===== config.mk =====
export PLATFORM = sky130hd
export DESIGN_NAME = counter_sweep_ctrl_flat
export DESIGN_NICKNAME = d
export VERILOG_FILES = /design/src/rtl/counter_sweep_ctrl_if.sv /design/src/rtl/counter_sweep_ctrl.sv /design/src/flat_wrapper.sv
export SDC_FILE = /design/constraint.sdc
export NUM_CORES = 1
export LEC_CHECK = 0
export BUFFER_PORTS_ARGS = -buffer_cell sky130_fd_sc_hd__buf_4
export CORE_MARGIN = 10
export CORE_UTILIZATION = 63
export DETAILED_ROUTE_END_ITERATION = 8
export GPL_TIMING_DRIVEN = 0
export PLACE_DENSITY = 0.9
export SYNTH_ARGS = -nofsm -noshare
export SYNTH_HDL_FRONTEND = slang
export SYNTH_SLANG_ARGS = --single-unit

===== constraint.sdc =====
create_clock -name i_clk -period 8.4 [get_ports i_clk]
set_clock_uncertainty 0.15 [all_clocks]
set_input_delay 0.84 -clock i_clk [delete_from_list [all_inputs] [get_ports i_clk]]
set_output_delay 0.84 -clock i_clk [all_outputs]
set_load 0.01 [all_outputs]

===== src/rtl/counter_sweep_ctrl_if.sv =====
// Request/status bundle for counter_sweep_ctrl: master drives the sweep request, slave reports progress.
// Purely combinational wiring; no flow control beyond the busy/done status.
interface counter_sweep_ctrl_if #(
  parameter int W = 8
);
  logic         start;
  logic         abort;
  logic [W-1:0] lo;
  logic [W-1:0] hi;
  logic [7:0]   n_sweeps;
  logic         pingpong;
  logic         busy;
  logic         done;
  logic         err;
  logic         dir;
  logic [W-1:0] c_out;
  logic [7:0]   sweep_cnt;

  modport master (
    output start, abort, lo, hi, n_sweeps, pingpong,
    input  busy, done, err, dir, c_out, sweep_cnt
  );

  modport slave (
    input  start, abort, lo, hi, n_sweeps, pingpong,
    output busy, done, err, dir, c_out, sweep_cnt
  );
endinterface


===== src/rtl/counter_sweep_ctrl.sv =====
// Bounded up/down counter sweep sequencer; registered outputs, first value one cycle after start, start ignored while busy.
// Optional endpoint dwell enabled by defining SWEEP_DWELL_EN (length set by DWELL).
module counter_sweep_ctrl #(
  parameter int W     = 8,
  parameter int DWELL = 4
) (
  input logic                  i_clk,
  input logic                  i_resetn,
  counter_sweep_ctrl_if.slave  bus
);

  if (DWELL < 1) begin : g_bad_dwell
    $error("counter_sweep_ctrl: DWELL must be >= 1");
  end

  typedef enum logic [2:0] {
    S_IDLE,
    S_UP,
    S_DOWN,
`ifdef SWEEP_DWELL_EN
    S_DWELL,
`endif
    S_DONE
  } state_t;

  state_t       r_state, w_state_nxt;
  logic [W-1:0] r_c, w_c_nxt;
  logic         r_dir, w_dir_nxt;
  logic [7:0]   r_sweep, w_sweep_nxt;
  logic [W-1:0] r_lo, w_lo_nxt;
  logic [W-1:0] r_hi, w_hi_nxt;
  logic [7:0]   r_n, w_n_nxt;
  logic         r_pp, w_pp_nxt;
  logic         r_busy, r_done, r_err, w_err_nxt;

`ifdef SWEEP_DWELL_EN
  localparam int DW_W = (DWELL > 1) ? $clog2(DWELL) : 1;
  logic [DW_W-1:0] r_dw, w_dw_nxt;
`endif

  logic [7:0]   w_sweep_inc;
  logic         w_last;
  logic         w_same;
  // Step taken after a completed up-sweep / down-sweep (wrap or reversal)
  state_t       w_up_state, w_dn_state;
  logic [W-1:0] w_up_c, w_dn_c;
  logic         w_up_dir;

  assign w_sweep_inc = r_sweep + 8'd1;
  assign w_last      = (w_sweep_inc == r_n);
  assign w_same      = (r_lo == r_hi);

  always_comb begin
    w_up_state = S_UP;
    w_up_c     = r_lo;
    w_up_dir   = 1'b1;
    if (r_pp) begin
      w_up_state = S_DOWN;
      w_up_c     = w_same ? r_hi : r_hi - W'(1);
      w_up_dir   = 1'b0;
    end
    w_dn_state = S_UP;
    w_dn_c     = w_same ? r_lo : r_lo + W'(1);
  end

  always_comb begin
    w_state_nxt = r_state;
    w_c_nxt     = r_c;
    w_dir_nxt   = r_dir;
    w_sweep_nxt = r_sweep;
    w_lo_nxt    = r_lo;
    w_hi_nxt    = r_hi;
    w_n_nxt     = r_n;
    w_pp_nxt    = r_pp;
    w_err_nxt   = 1'b0;
`ifdef SWEEP_DWELL_EN
    w_dw_nxt    = r_dw;
`endif
    case (r_state)
      S_IDLE: begin
        if (bus.start) begin
          if ((bus.lo > bus.hi) || (bus.n_sweeps == 8'd0)) begin
            w_state_nxt = S_DONE;
            w_err_nxt   = 1'b1;
          end else begin
            w_lo_nxt    = bus.lo;
            w_hi_nxt    = bus.hi;
            w_n_nxt     = bus.n_sweeps;
            w_pp_nxt    = bus.pingpong;
            w_sweep_nxt = 8'd0;
            w_c_nxt     = bus.lo;
            w_dir_nxt   = 1'b1;
            w_state_nxt = S_UP;
          end
        end
      end
      S_UP: begin
        if (bus.abort) begin
          w_state_nxt = S_DONE;
        end else if (r_c != r_hi) begin
          w_c_nxt = r_c + W'(1);
        end else begin
          w_sweep_nxt = w_sweep_inc;
          if (w_last) begin
            w_state_nxt = S_DONE;
          end else begin
`ifdef SWEEP_DWELL_EN
            w_state_nxt = S_DWELL;
            w_dw_nxt    = DW_W'(DWELL - 1);
`else
            w_state_nxt = w_up_state;
            w_c_nxt     = w_up_c;
            w_dir_nxt   = w_up_dir;
`endif
          end
        end
      end
      S_DOWN: begin
        if (bus.abort) begin
          w_state_nxt = S_DONE;
        end else if (r_c != r_lo) begin
          w_c_nxt = r_c - W'(1);
        end else begin
          w_sweep_nxt = w_sweep_inc;
          if (w_last) begin
            w_state_nxt = S_DONE;
          end else begin
`ifdef SWEEP_DWELL_EN
            w_state_nxt = S_DWELL;
            w_dw_nxt    = DW_W'(DWELL - 1);
`else
            w_state_nxt = w_dn_state;
            w_c_nxt     = w_dn_c;
            w_dir_nxt   = 1'b1;
`endif
          end
        end
      end
`ifdef SWEEP_DWELL_EN
      // dir is untouched while dwelling, so it records which endpoint we sit on
      S_DWELL: begin
        if (bus.abort) begin
          w_state_nxt = S_DONE;
        end else if (r_dw != '0) begin
          w_dw_nxt = r_dw - DW_W'(1);
        end else if (r_dir) begin
          w_state_nxt = w_up_state;
          w_c_nxt     = w_up_c;
          w_dir_nxt   = w_up_dir;
        end else begin
          w_state_nxt = w_dn_state;
          w_c_nxt     = w_dn_c;
          w_dir_nxt   = 1'b1;
        end
      end
`endif
      S_DONE:  w_state_nxt = S_IDLE;
      default: w_state_nxt = S_IDLE;
    endcase
  end

  always_ff @(posedge i_clk) begin
    if (!i_resetn) begin
      r_state <= S_IDLE;
      r_c     <= '0;
      r_dir   <= 1'b0;
      r_sweep <= 8'd0;
      r_lo    <= '0;
      r_hi    <= '0;
      r_n     <= 8'd0;
      r_pp    <= 1'b0;
      r_busy  <= 1'b0;
      r_done  <= 1'b0;
      r_err   <= 1'b0;
`ifdef SWEEP_DWELL_EN
      r_dw    <= '0;
`endif
    end else begin
      r_state <= w_state_nxt;
      r_c     <= w_c_nxt;
      r_dir   <= w_dir_nxt;
      r_sweep <= w_sweep_nxt;
      r_lo    <= w_lo_nxt;
      r_hi    <= w_hi_nxt;
      r_n     <= w_n_nxt;
      r_pp    <= w_pp_nxt;
      r_busy  <= (w_state_nxt == S_UP) || (w_state_nxt == S_DOWN)
`ifdef SWEEP_DWELL_EN
                 || (w_state_nxt == S_DWELL)
`endif
                 ;
      r_done  <= (w_state_nxt == S_DONE);
      r_err   <= w_err_nxt;
`ifdef SWEEP_DWELL_EN
      r_dw    <= w_dw_nxt;
`endif
    end
  end

  assign bus.busy      = r_busy;
  assign bus.done      = r_done;
  assign bus.err       = r_err;
  assign bus.dir       = r_dir;
  assign bus.c_out     = r_c;
  assign bus.sweep_cnt = r_sweep;

endmodule

===== src/flat_wrapper.sv =====
// flat-port wrapper written by rule: the top's interface ports become plain ports
module counter_sweep_ctrl_flat 
#(
  parameter int W     = 8,
  parameter int DWELL = 4
)
  (i_clk, i_resetn, bus_start, bus_abort, bus_lo, bus_hi, bus_n_sweeps, bus_pingpong, bus_busy, bus_done, bus_err, bus_dir, bus_c_out, bus_sweep_cnt);
  counter_sweep_ctrl_if #(.W(W)) bus_i ();
  input logic i_clk;
  input logic i_resetn;
  input wire logic [$bits(bus_i.start)-1:0] bus_start;
  input wire logic [$bits(bus_i.abort)-1:0] bus_abort;
  input wire logic [$bits(bus_i.lo)-1:0] bus_lo;
  input wire logic [$bits(bus_i.hi)-1:0] bus_hi;
  input wire logic [$bits(bus_i.n_sweeps)-1:0] bus_n_sweeps;
  input wire logic [$bits(bus_i.pingpong)-1:0] bus_pingpong;
  output wire logic [$bits(bus_i.busy)-1:0] bus_busy;
  output wire logic [$bits(bus_i.done)-1:0] bus_done;
  output wire logic [$bits(bus_i.err)-1:0] bus_err;
  output wire logic [$bits(bus_i.dir)-1:0] bus_dir;
  output wire logic [$bits(bus_i.c_out)-1:0] bus_c_out;
  output wire logic [$bits(bus_i.sweep_cnt)-1:0] bus_sweep_cnt;
  assign bus_i.start = bus_start;
  assign bus_i.abort = bus_abort;
  assign bus_i.lo = bus_lo;
  assign bus_i.hi = bus_hi;
  assign bus_i.n_sweeps = bus_n_sweeps;
  assign bus_i.pingpong = bus_pingpong;
  assign bus_busy = bus_i.busy;
  assign bus_done = bus_i.done;
  assign bus_err = bus_i.err;
  assign bus_dir = bus_i.dir;
  assign bus_c_out = bus_i.c_out;
  assign bus_sweep_cnt = bus_i.sweep_cnt;
  counter_sweep_ctrl #(.W(W), .DWELL(DWELL)) u_core (.i_clk(i_clk), .i_resetn(i_resetn), .bus(bus_i));
endmodule

Word-level counts from Yosys, hierarchy flattened
Index checks and enable logic that the tools add are counted.

storage, ports and cells
  word-level logic and storage cells = 87
  input bits = 29
  bits in latches = 0
  output and inout port bits = 20
  memories kept = 0
  memory bits (writable) = 0
  register bits = 48
  ROM bits = 0

operators by class
  eq/ne operators = 19
  div/mod/pow operators = 0
  reduce and logical (&&, ||, !) cells = 10
  $mul = 0
  add/sub/neg operators = 5
  shifts and indexed selects = 0
  mux-type cells = 40
  bitwise logic cells = 1
  magnitude comparators = 1

operators with widths
  operator                                          number
  2-to-1 mux 8 bit                                  17
  one-hot mux 8 bit (3 select lines)                2
  adder 8 x 1 -> 8 bit, second input constant       3
  == test 8 bit                                     2
  inequality test 2 bit, second input constant      8
  inequality test 8 bit                             2
  subtractor 8 x 1 -> 8 bit, second input constant  2
  2-to-1 mux 3 bit                                  5
  AND reduction 7 bit                               2
  2-to-1 mux 1 bit                                  10
  == test 3 x 2 -> 1 bit, second input constant     3
  one-hot mux 3 bit (3 select lines)                1
  AND reduction 9 bit                               1
  greater-than comparator 8 bit                     1
  zero test 8 bit                                   1
  2-to-1 mux 2 bit                                  4
  == test 3 x 1 -> 1 bit, second input constant     2
  inequality test 3 bit, second input constant      2
  AND reduction 3 bit                               2
  zero test 3 bit                                   1
  one-hot mux 1 bit (3 select lines)                1
  nonzero test 3 bit                                1
  logical OR 1 bit                                  2
  NOT 1 bit                                         1

Longest topological paths before layout
  depth in word-level cells = 8
  depth in mapped cells = 10
  gate-level depth less buffers = 10

Worst setup path after synthesis
No wires, ideal clock.

  path kind = input port to flip-flop
  from = input port bus_hi[7]
  to = register u_core.r_n[4]
  setup slack = 5.602 ns
  data arrival time = 2.517 ns
  buffers on the path = 1
  setup time = 0.131 ns
  data required time = 8.119 ns
  stages on the path = 9
  path through = inv_1 > ha_1 > nand4_1 > nand2b_1 > a21o_1 > nand4_1 > clkbuf_1 > mux2i_1 > nor2_1

between the ends
  longest elaborated chain between the ends = 4

ends and longest elaborated chain
  what                           line                       source
  from (decl)                    flat_wrapper.sv:14         input wire logic [$bits(bus_i.hi)-1:0] bus_hi;
  greater-than comparator 8 bit  counter_sweep_ctrl.sv:82   if ((bus.lo > bus.hi) || (bus.n_sweeps == 8'd0)) begin
  logical OR 1 bit               counter_sweep_ctrl.sv:82
  NOT 1 bit (no line)            --
  AND reduction 3 bit (no line)  --
  to (signal assigned)           counter_sweep_ctrl.sv:185  r_n <= w_n_nxt;
  to (decl)                      counter_sweep_ctrl.sv:32   logic [7:0] r_n, w_n_nxt;

Every way passes these cells.
A chain may end at the register's enable or synchronous reset.

Worst setup path after layout
  from = register u_core.r_c[5], in the netlist u_core.bus.c_out[5]
  to = register u_core.r_c[3], in the netlist u_core.bus.c_out[3]

between the ends
  longest elaborated chain between the ends = 4
  elaborated cells on any way between the ends = 10
  those cells by class = 4 x eq/ne; 5 x mux; 1 x reduce/logical

ends and longest elaborated chain
  what                                             line                                                  source
  from (decl)                                      counter_sweep_ctrl.sv:27                              logic [W-1:0] r_c, w_c_nxt;
  from (signal assigned)                           counter_sweep_ctrl.sv:180                             r_c <= w_c_nxt;
  inequality test 8 bit, on equally long branches  counter_sweep_ctrl.sv:121, counter_sweep_ctrl.sv:100
  2-to-1 mux 8 bit, on equally long branches       counter_sweep_ctrl.sv:121, counter_sweep_ctrl.sv:100
  2-to-1 mux 8 bit, on equally long branches       counter_sweep_ctrl.sv:119, counter_sweep_ctrl.sv:98
  one-hot mux 8 bit (3 select lines)               counter_sweep_ctrl.sv:79                              case (r_state)

Several ways; a longest one is shown, not always the timed one. The select of a mux whose other input is x is not followed.

==> results.yml <==
run_status:
  status: "finished, final reports clean"
timing:
  period_minus_slack_ns: 3.168
  rsz0062_at_grt: "false"
  worstMarginPinSlew_ns: 0.8698
  relSlewSlack_pct: 41.19
  holdWs_ns: 0.3809
  finalHoldViolCount: 0
  setup_slack_ns: 5.232
  min_period_over_period_pct: 37.72
  setup_viol: 0
  fmax_ghz: 0.3156
  finalMaxSlewViolations: 0
  tns_ns: 0
logic_synthesis:
  synth.distinct_cells: 64
  yosysTopAreaCell: "dfxtp_1"
  ys_top_cells_by_count: "63 x nor2_1, 48 x dfxtp_1, 41 x xnor2_1, 29 x a21oi_1, 28 x nand2_1"
  yosysWarnings: 0
  synth_area_leaders: "dfxtp_1 27%, xnor2_1 9.9%, nor2_1 6.5%"
  ys_seq_area_share_pct: 26.55
  synth.net_count: 504
  syn_area_mm2: 0.003620
  avgSynthCellArea_um2: 7.835
  synth-seq-cells: 48
  synth_top_area_share_pct: 26.55
  async_reset_ff_share_pct: 0
  synth_most_common_cell: "nor2_1"
  syn_inst: 462
  synth-main-ff-cell: "dfxtp_1"
  synth_edf_count: 0
flow_run:
  drv_cap: 0
hold_path:
  hp-class: "flip-flop to flip-flop"
setup_path:
  critPathLaunchType: "flip-flop"
  slowest_stage: "a2111oi_0"
  crit_type: "flip-flop to flip-flop"
  required_ns: 8.43
  max_stage_delay_ns: 0.72
  path_buf_inv: 1
  worstPathMaxFanout: 10
  cp_cell_sequence: "clkbuf_1 > xnor2_1 > nand4_1 > o21ai_1 > o22ai_1 > a2111oi_0 > a211oi_2"
  crit_family: "compound AO/OA/AOI/OAI gates"
  crit_arrival_ns: 3.19
  end_kind: "flip-flop"
detailed_routing:
  avgViaCountPerCell: 6.194
  drtPass1Iterations: 5
  drcViolationCount: 0
  wl_per_cell_um: 17.97
  wirelength_um: 10580
  ant_nets: 0
  via_count: 3648
  drt_iter0_drc: 347
clock_network:
  cts_tree: "built"
  cts-root-buf: "clkbuf_8"
  clockBufferDepth: 2
  clkTransAtPathRegs_ns: 0.09
  insertion_delay_ns: 0.31
  htree_num_levels: 2
  cts.sinks: 48
  numCtsBuffers: 5
  post_cts_buffers: 0
  cts-resized-gates: 0
  postCtsHoldBufs: 0
floorplan:
  rows: 27
  chipHeight_um: 95.80
  core_area_mm2: 0.005540
  pin_count: 49
  die-area_mm2: 0.009178
  die_x_um: 95.80
  start_util_pct: 65.33
final_layout:
  fin_util_pct: 75.11
  diodes: 0
  final_area_mm2: 0.004161
  fin_cells: 589
  drive_above_1_share_pct: 17.99
  fin_nets: 559
  fill_cells: 444
  synthToLayoutAreaGrowth_pct: 14.97
power:
  seqPwrFrac_pct: 37.6
  powerDensity_mw_per_mm2: 164.2
  vdd_drop_max_v: 0.0001039
  p_int_mw: 0.4213
  switchingPower_mw: 0.2620
  power_mw: 0.6832
  pwr-share-comb_pct: 40.4
  p_clk_share_pct: 21.9
  swShare_pct: 38.34
  leakage_nw: 1.718
placed_design:
  dp.cells: 582
  placed_area_mm2: 0.004070
  io_buffers: 48
  dpl.hpwl_um: 8241
  place_congestion: 0.9528
  dp_slack_ns: 5.097
global_route:
  grt_first_pass_wirelength_um: 16770
  grt_overflow: 0
  grt_use_total_pct: 22.72
  grt_max_degree: 15
  grt_pass1_vias: 3344
  antenna_found_initial: 0
## metal layers
metal  vias up  global-route usage (%)  share of wire [%]
met5         -                       0                  0
met1      1700                   30.51                 44
met2       183                   35.89                 46
met3        20                   4.125                9.4
met4         0                   7.494                1.5
li1       1745                       -                  -
## power by group through the flow
stage                     sequential [mW]  clock [mW]  combinational, mW
after floorplan                     0.263           0              0.191
after global placement              0.261           0              0.261
after detailed placement            0.262           0              0.268
after CTS                           0.257       0.148              0.270
after global routing                0.259       0.156              0.300
final                               0.257       0.150              0.276
## cells by family (layout without fill, tap and decap cells)
group                    count (synthesis)  after routing  share of synthesized area (%)
AO/OA/AOI/OAI                          100            100                          19.46
multiplexers                            22             22                          6.118
XOR/XNOR                                56             56                          13.93
flip-flops                              48             48                          26.55
buffers and inverters                   51            106                          6.360
adder cells (fa/ha/maj)                 13             13                          4.494
AND/OR/NAND/NOR                        171            171                          22.99
other                                    1              1                         0.1036
## state kept, by name (all words and copies together) (netlist names)
name	cells
u_core.bus.c_out	8
u_core.bus.sweep_cnt	8
u_core.r_hi	8
u_core.r_lo	8
u_core.r_n	8
u_core.r_state	3
u_core.bus.busy	1
u_core.bus.dir	1
u_core.bus.done	1
u_core.bus.err	1
u_core.r_pp	1
## final timing paths
path,startpoint,endpoint,slack [ns],cells past startpoint
worst min register to register,u_core.r_n[2],u_core.r_n[2],0.38,2
worst min-delay path,u_core.r_n[2],u_core.r_n[2],0.38,2
worst max-delay path,u_core.bus.c_out[5],u_core.bus.c_out[3],5.23,7
worst max register to register,u_core.bus.c_out[5],u_core.bus.c_out[3],5.23,7
## area by class of cell
type / instances / area (um2) / area share (%)
Clock buffer: 6 / 82.58 / 1.984
Sequential cell: 48 / 960.9 / 23.09
Multi-Input combinational cell: 363 / 2429 / 58.36
Inverter: 17 / 63.81 / 1.533
Clock inverter: 1 / 8.758 / 0.2105
Timing Repair Buffer: 48 / 360.3 / 8.659
Tap cell: 72 / 90.09 / 2.165
Buffer: 34 / 166.4 / 3.999
## layout by cell type, fill, tap and decap left out, types with 5 or more instances in the layout
cell type   n
nor2_1     63
buf_4      51
dfxtp_1    48
xnor2_1    41
a21oi_1    29
nand2_1    28
mux2i_1    21
nor3_1     19
inv_1      16
o21ai_0    16
nand3_1    16
buf_2      15
clkbuf_1   14
xor2_1     14
ha_1       13
nand4_1    11
or3_1       8
a211oi_1    8
clkbuf_8    6
a21o_1      5
and3_1      5
## worst reg2reg max path: stages (launching register included)
cell       delay [ns]
dfxtp_1          0.42
clkbuf_1         0.39
xnor2_1          0.18
nand4_1          0.19
o21ai_1          0.61
o22ai_1          0.24
a2111oi_0        0.72
a211oi_2         0.15
Note: power is estimated with default switching activity, not from simulation.
